==> config.mk <==
export PLATFORM = sky130hd
export DESIGN_NAME = ast_pkt_transmitter
export DESIGN_NICKNAME = d
export VERILOG_FILES = /design/src/rtl/ast_pkg.sv /design/src/rtl/pkt_buffer.sv /design/src/rtl/ast_pkt_transmitter.sv
export SDC_FILE = /design/constraint.sdc
export NUM_CORES = 1
export LEC_CHECK = 0
export ABC_AREA = 1
export CELL_PAD_IN_SITES_DETAIL_PLACEMENT = 1
export CELL_PAD_IN_SITES_GLOBAL_PLACEMENT = 1
export CORE_MARGIN = 1
export CORE_UTILIZATION = 42
export CTS_BUF_LIST = sky130_fd_sc_hd__clkbuf_4 sky130_fd_sc_hd__clkbuf_8 sky130_fd_sc_hd__clkbuf_16
export CTS_CLUSTER_SIZE = 20
export DETAILED_ROUTE_END_ITERATION = 16
export GPL_TIMING_DRIVEN = 1
export HOLD_SLACK_MARGIN = 0.03
export PLACE_DENSITY_LB_ADDON = 0.1
export SKIP_LAST_GASP = 1
export SLEW_MARGIN = 20
export SYNTH_ARGS = -nofsm -noshare
export SYNTH_HDL_FRONTEND = slang
export SYNTH_SLANG_ARGS = --single-unit
==> constraint.sdc <==
create_clock -name clk_i -period 2.22 [get_ports clk_i]
set_input_delay 0.666 -clock clk_i [delete_from_list [all_inputs] [get_ports clk_i]]
set_output_delay 0.666 -clock clk_i [all_outputs]
set_load 0.01 [all_outputs]
==> src/rtl/ast_pkg.sv <==
// Shared types and helpers for the Avalon-ST packet transmitter.
//   state_t : transmitter FSM state encoding
//   cnt_w   : width needed to count 0..max_len inclusive
package ast_pkg;

    typedef enum logic [1:0] {
        IDLE_S    = 2'd0,
        LOADING_S = 2'd1,
        SENDING_S = 2'd2
    } state_t;

    function automatic int cnt_w(input int max_len);
        return $clog2(max_len + 1);
    endfunction

endpackage

==> src/rtl/pkt_buffer.sv <==
// Packet storage: DEPTH x DWIDTH register array.
//   clk   : write clock
//   we    : write enable
//   waddr : write address
//   wdata : write data
//   raddr : combinational read address
//   rdata : combinational read data
// Contents are intentionally not reset.
module pkt_buffer #(
    parameter int DWIDTH = 10,
    parameter int DEPTH  = 10,
    parameter int AW     = 4
) (
    input  logic              clk,
    input  logic              we,
    input  logic [AW-1:0]     waddr,
    input  logic [DWIDTH-1:0] wdata,
    input  logic [AW-1:0]     raddr,
    output logic [DWIDTH-1:0] rdata
);

    logic [DWIDTH-1:0] mem [DEPTH];

    always_ff @(posedge clk) begin
        if (we) begin
            mem[waddr] <= wdata;
        end
    end

    assign rdata = mem[raddr];

endmodule

==> src/rtl/ast_pkt_transmitter.sv <==
// Avalon-ST packet source. A producer loads one packet through a
// valid/ready/last write port; the packet is then replayed on an
// Avalon-ST source with sop/eop framing under src_ready_i backpressure.
//   clk_i, arst_i        : clock, asynchronous active-high reset
//   wr_data_i/valid/last : load port, wr_ready_o high when not sending
//   src_*                : Avalon-ST source (data, sop, eop, valid, ready)
//   pkt_trunc_o          : one-cycle pulse when a load hit MAX_PKT_LEN
//                          without wr_last_i
//   busy_o               : high while the packet is being sent
module ast_pkt_transmitter
    import ast_pkg::*;
#(
    parameter int DWIDTH      = 10,
    parameter int MAX_PKT_LEN = 10
) (
    input  logic              clk_i,
    input  logic              arst_i,
    input  logic [DWIDTH-1:0] wr_data_i,
    input  logic              wr_valid_i,
    input  logic              wr_last_i,
    output logic              wr_ready_o,
    output logic [DWIDTH-1:0] src_data_o,
    output logic              src_startofpacket_o,
    output logic              src_endofpacket_o,
    output logic              src_valid_o,
    input  logic              src_ready_i,
    output logic              pkt_trunc_o,
    output logic              busy_o
);

    localparam int CNT_W = cnt_w(MAX_PKT_LEN);

    state_t            state, next_state;
    logic [CNT_W-1:0]  wr_ptr, rd_ptr, len;
    logic [DWIDTH-1:0] rdata;
    logic              accept;
    logic              at_limit;
    logic              load_end;
    logic              trunc_set;
    logic              eop;

    pkt_buffer #(
        .DWIDTH (DWIDTH),
        .DEPTH  (MAX_PKT_LEN),
        .AW     (CNT_W)
    ) u_buf (
        .clk   (clk_i),
        .we    (accept),
        .waddr (wr_ptr),
        .wdata (wr_data_i),
        .raddr (rd_ptr),
        .rdata (rdata)
    );

    assign wr_ready_o = (state != SENDING_S) && !arst_i;
    assign accept     = wr_valid_i && wr_ready_o;
    assign at_limit   = (wr_ptr == CNT_W'(MAX_PKT_LEN - 1));
    assign eop        = (rd_ptr == len - CNT_W'(1));

    always_comb begin
        next_state          = state;
        load_end            = 1'b0;
        trunc_set           = 1'b0;
        src_valid_o         = 1'b0;
        src_startofpacket_o = 1'b0;
        src_endofpacket_o   = 1'b0;
        src_data_o          = '0;
        busy_o              = 1'b0;
        case (state)
            IDLE_S, LOADING_S: begin
                // The limit check also covers MAX_PKT_LEN == 1 from IDLE_S.
                if (accept) begin
                    if (wr_last_i || at_limit) begin
                        next_state = SENDING_S;
                        load_end   = 1'b1;
                        trunc_set  = !wr_last_i;
                    end else begin
                        next_state = LOADING_S;
                    end
                end
            end
            SENDING_S: begin
                src_valid_o         = 1'b1;
                src_data_o          = rdata;
                src_startofpacket_o = (rd_ptr == '0);
                src_endofpacket_o   = eop;
                busy_o              = 1'b1;
                if (src_ready_i && eop) begin
                    next_state = IDLE_S;
                end
            end
            default: begin
                next_state          = state_t'('x);
                src_valid_o         = 1'bx;
                src_startofpacket_o = 1'bx;
                src_endofpacket_o   = 1'bx;
                src_data_o          = 'x;
            end
        endcase
    end

    always_ff @(posedge clk_i or posedge arst_i) begin
        if (arst_i) begin
            state       <= IDLE_S;
            wr_ptr      <= '0;
            rd_ptr      <= '0;
            len         <= '0;
            pkt_trunc_o <= 1'b0;
        end else begin
            assert (state inside {IDLE_S, LOADING_S, SENDING_S});
            state       <= next_state;
            pkt_trunc_o <= trunc_set;
            if (accept) begin
                wr_ptr <= wr_ptr + CNT_W'(1);
            end
            if (load_end) begin
                len <= wr_ptr + CNT_W'(1);
            end
            if (state == SENDING_S && src_ready_i) begin
                if (eop) begin
                    wr_ptr <= '0;
                    rd_ptr <= '0;
                    len    <= '0;
                end else begin
                    rd_ptr <= rd_ptr + CNT_W'(1);
                end
            end
        end
    end

endmodule

=== Word-level counts from Yosys, hierarchy flattened ===
Memories as Yosys holds them, arrays and structs flattened.
Cells that the tools add are included.

* Bits in registers: 15
* Bits in writable memories: 100
* Logic and storage cells: 51
* Input port bits: 15
* Output and inout bits: 16
* Memories kept: 1

{| class="wikitable"
|+ Memory list
! memory !! depth !! bits a word !! read ports !! clocked after memory_dff !! wr ports !! RTL line !! text
|-
| u_buf.mem || 10 || 10 || 1 || 0 || 1 || pkt_buffer.sv:22 || <nowiki>logic [DWIDTH-1:0] mem [DEPTH];</nowiki>
|}

* $add $sub $neg: 3
* Mux-type cells: 24
* Reductions and logical operators: 11
* Equal/unequal tests: 7

{| class="wikitable"
|+ Operators with widths
! operator !! count
|-
| 4-bit two-way mux || 7
|-
| 10-bit one-hot mux with 2 select lines || 1
|-
| 1-bit two-way mux || 9
|-
| 4-bit by 1-bit adder with 4-bit output, second input constant || 2
|-
| 2-bit two-way mux || 3
|-
| 2-bit != test, second input constant || 3
|-
| 1-bit one-hot mux with 2 select lines || 3
|-
| 4-bit equality test || 1
|-
| 4-bit equality test, second input constant || 1
|-
| 1-bit logical AND || 4
|-
| 4-bit zero test || 1
|-
| 2-bit one-hot mux with 2 select lines || 1
|-
| 4-bit by 1-bit subtractor with 4-bit output, second input constant || 1
|-
| 2-bit by 1-bit equality test with 1-bit output, second input constant || 1
|-
| 2-bit equality test, second input constant || 1
|-
| 1-bit zero test || 2
|-
| 2-bit zero test || 1
|-
| 2-bit AND reduction || 1
|-
| 2-bit OR reduction || 1
|-
| 1-bit logical OR || 1
|}

=== Logic depth before layout (Yosys ltp) ===
* Depth in word-level cells: 8
* Gate-level depth with buffers: 10
* Depth with buffers taken out: 9

=== Cells and area by module ===
From an unflattened synthesis, not the netlist that was laid out.

* Cells, all modules: 556
* Area, all modules: 5408.9 µm²

{| class="wikitable"
|+ By module, submodules not included
! module !! seq. area each (µm²) !! times used !! cells each !! area an instance (µm²)
|-
| pkt_buffer || 3002.9 || 1 || 403 || 4299.1
|-
| ast_pkt_transmitter || 375.4 || 1 || 153 || 1109.8
|}

=== Worst setup path after synthesis ===
OpenSTA, ideal clock, no wires.

* Kind: in2reg
* Start: input port arst_i
* End: memory u_buf.mem[8][0], enable pin
* Path buffers: 2
* Arrival: 2.557 ns
* Stages: 5
* Slack: -0.741 ns
* Cell sequence: inv_1 > nand3_1 > buf_2 > buf_4 > nor4_1

* Longest elaborated chain between the ends: 5

{| class="wikitable"
|+ RTL lines
! item !! RTL line !! text
|-
| from (decl) || ast_pkt_transmitter.sv:17 || <nowiki>input logic arst_i,</nowiki>
|-
| 1-bit zero test (no source line) || - ||
|-
| 1-bit logical AND || ast_pkt_transmitter.sv:55 || <nowiki>assign wr_ready_o = (state != SENDING_S) && !arst_i;</nowiki>
|-
| 1-bit logical AND || ast_pkt_transmitter.sv:56 || <nowiki>assign accept = wr_valid_i && wr_ready_o;</nowiki>
|-
| 1-bit two-way mux || pkt_buffer.sv:25 || <nowiki>if (we) begin</nowiki>
|-
| 1-bit two-way mux (not written as such) || pkt_buffer.sv:26 || <nowiki>mem[waddr] <= wdata;</nowiki>
|-
| to (decl) || pkt_buffer.sv:22 ||
|}

No other way between the ends.

=== Final worst setup path ===
* Start: register rd_ptr[0]
* End: output port src_data_o[6]

* Longest elaborated chain between the ends: 2

{| class="wikitable"
|+ RTL lines
! item !! RTL line !! text
|-
| from (decl) || ast_pkt_transmitter.sv:34 || <nowiki>logic [CNT_W-1:0] wr_ptr, rd_ptr, len;</nowiki>
|-
| from (signal assigned) || ast_pkt_transmitter.sv:125 || <nowiki>rd_ptr <= rd_ptr + CNT_W'(1);</nowiki>
|-
| memory read 10 x 10 bit || - ||
|-
| 10-bit one-hot mux with 2 select lines || ast_pkt_transmitter.sv:69 || <nowiki>case (state)</nowiki>
|-
| to (decl) || ast_pkt_transmitter.sv:22 || <nowiki>output logic [DWIDTH-1:0] src_data_o,</nowiki>
|}

No other way between the ends.

==> flow_summary.ini <==
[status]
status = finished, violations left
violations = design-rule violations, negative setup slack

[cts]
cts_htree_levels = 4
cts_tree = done
clk_latency_ns = 0.42
cts-root-buf = clkbuf_16
cts_buffers = 17
clockBufferDepth = 2
clk_pin_slew_ns = 0.05
cts_sinks = 115

[route]
viasPerCell = 5.25
routed_wl_um = 14900
drcViolationCount = 2
dr.pass1.iters = 10
postRouteAntennaNets = 0
routedWlPerCell_um = 20.2
drt_iter0_drc = 268
vias = 3883

[layout]
final.fill_count = 1217
nets = 606
syn_to_final_growth_pct = 37.7
drive_gt1_share_pct = 30.7
final_area_um2 = 7020
antennaDiodeCount = 0
final_common_cell = nand2_1
layout_common_cells = nand2_1 (106), edfxtp_1 (100), nor2_1 (61)
seq_area_um2 = 3380
multiInputGateArea_um2 = 1720

[timing]
timing.fmax_ghz = 0.397
period_minus_slack_ns = 2.52
slew_violations = 0
setup_viol = 12
hold_viol = 0
max_slew_margin_pct = 74.3
rsz0062_at_grt = true
final.setup_skew_ns = 0.00622
finalWorstSetupSlack_ns = -0.299
tightest_slew_ns = 0.384
fin_crit_sh_pct = 113

[logic_synthesis]
syn_area_um2 = 5100
synth.area.top_cells = edfxtp_1 (59%), nand2_1 (9.3%), dfrtp_1 (7.4%)
synth_nets = 517
syn_inst = 495
syn_avg_cell_area_um2 = 10.3
synth_top_cell_area_share_pct = 58.9
yosys_warnings = 0
ys_types = 26
yosysSeqAreaShare_pct = 66.3
yosysTopAreaCell = edfxtp_1
ys_seq_elements = 115

[setup_path]
crit_buf_inv = 5
ff2ff_path_depth = 7
critPathLaunchType = flop
crit_family = buffers and inverters
path_class = flop to output pin
cp_num_cells = 12
critPathMaxStageDelay_ns = 0.45
critPathMaxFanout = 6
critPathCaptureType = output pin
crit_top_cell = nand2_1
path_cells = inv_4, buf_8, buf_12, nand2_4, nand2_2, nand2_1, o21ai_1, nand2_1, nand3_1, nand2_1, inv_1, buf_2
cp.required_ns = 1.55
crit_arrival_ns = 1.85
crit_slowest_cell = dfrtp_2

[die]
num_rows = 39
fp.dieH_um = 112
floorplan.initialDensity_pct = 43.9
die_x_um = 112
pin_count = 31
core_um2 = 11600
dieArea_um2 = 12600

[place]
port-buffer-count = 30
placed_area_um2 = 6000
hpwl_um = 8880
dpl_worst_slack_ns = -0.293
gp_congestion = 0.779

[global_route]
use_met3_pct = 5.18
antenna_found_initial = 0
grt_max_degree = 19
grt_use_total_pct = 26.0
use_met1_pct = 34.6
grt_use_met2_pct = 42.6
grt_pass1_vias = 4163
grt_pass1_wl_um = 23500
grt_busiest_layer = met2
grt_overflow_total = 0

[hold_path]
hold_class = input pin to asynchronous set/reset pin

[power]
vdd_drop_max_mv = 0.675
p_leak_nw = 2.86
cellPowerDensity_nw_per_um2 = 1380

[flow_run]
maxCapViolations = 0
==> layout make-up <==
type,instances,share of cell area (%)
Inverter,36,2.05
Clock inverter,10,1.59
Sequential cell,115,48.2
Clock buffer,21,6.49
Tap cell,143,2.55
Timing Repair Buffer,93,14.7
Multi-Input combinational cell,321,24.4
==> kinds of logic (layout without fill, tap and decap cells) <==
| group | count (synthesis) | count (layout) | synth area share [%] |
|---|---|---|---|
| simple gates | 247 | 247 | 19.7 |
| fa+ha+maj | 7 | 7 | 1.72 |
| compound gates | 62 | 62 | 6.13 |
| buf+inv | 59 | 160 | 5.35 |
| flops | 115 | 115 | 66.3 |
| xor+xnor | 5 | 5 | 0.859 |
==> per-layer routing <==
| metal | vias up | wire length [µm] |
|---|---|---|
| li1 | 1841 | - |
| met1 | 1931 | 6510 |
| met2 | 95 | 7550 |
| met3 | 16 | 703 |
| met4 | 0 | 168 |
| met5 | - | 0 |
==> power by group <==
group / internal [W] / leakage, nW / switching, W
sequential: 0.00253 / 1.08 / 0.000167
clock: 0.00168 / 0.266 / 0.000954
combinational: 0.00186 / 1.51 / 0.00248
total: 0.00607 / 2.86 / 0.00360
==> per-stage QoR <==
stage	hold WS [ns]	setup TNS (ns)	power, W	instances	utilization (%)
3_5_place_dp	0.567	-18.78	0.00612	691	51.7
5_1_grt	0.410	-4.35	0.0102	739	60.5
2_1_floorplan	0.491	0	0.00468	495	-
3_3_place_gp	0.572	-16.66	0.00602	691	51.7
6_report	0.401	-3.25	0.00967	739	60.5
4_1_cts	0.631	-3.60	0.00941	737	59.4
==> worst reg2reg max path, cell delays in order (launching register included) <==
cell and delay, ns:
dfrtp_1 0.41, nand2_2 0.10, buf_4 0.12, nand3_1 0.17, nor2_1 0.19, inv_1 0.07, nor2_1 0.18, buf_12 0.19
==> state kept, by name, summed over array words and instances (netlist names) <==
signal,cells
state,2
len,4
pkt_trunc_o,1
wr_ptr,4
u_buf.mem,100
rd_ptr,4
==> synthesized netlist by cell type <==
| master | count |
|---|---|
| nand3_4 | 1 |
| clkbuf_1 | 4 |
| xor2_1 | 3 |
| nand3b_1 | 2 |
| inv_2 | 3 |
| nand4_1 | 2 |
| buf_4 | 6 |
| nand2_2 | 1 |
| xnor2_1 | 2 |
| edfxtp_1 | 100 |
| o21ai_1 | 11 |
| nor4_1 | 2 |
| nor3_1 | 6 |
| ha_1 | 7 |
| clkinv_1 | 1 |
| dfrtp_1 | 15 |
| o31ai_1 | 1 |
| a21oi_1 | 6 |
| nand2_1 | 127 |
| nand3_1 | 22 |
| nor2_2 | 3 |
| buf_2 | 11 |
| buf_6 | 2 |
| o21ai_0 | 44 |
| nor2_1 | 81 |
| inv_1 | 32 |
==> what timing repair did <==
item	4_1_cts	5_1_grt
setup buffers	12	2
endpoints found under the setup margin	15	15
hold buffers	0	0
pin swaps	29	29
resized for setup	129	45
gates cloned	4	1
==> path summary, 6_finish.rpt <==
| kind | from | end | slack (ns) |
|---|---|---|---|
| worst max-delay path | rd_ptr[0]$_DFFE_PP0P_ | src_data_o[6] | -0.30 |
| worst min-delay path | arst_i | len[3]$_DFF_PP0_ | 0.40 |
| worst max register to register | state[1]$_DFFE_PP0P_ | u_buf.mem[7][3]$_DFFE_PP_ | 0.50 |
| worst min register to register | state[0]$_DFFE_PP0P_ | state[0]$_DFFE_PP0P_ | 0.62 |
| max in group asynchronous | arst_i | rd_ptr[1]$_DFFE_PP0P_ | 1.61 |
| min in group clk_i | state[0]$_DFFE_PP0P_ | state[0]$_DFFE_PP0P_ | 0.62 |
Power figures use the tool's default switching activity.
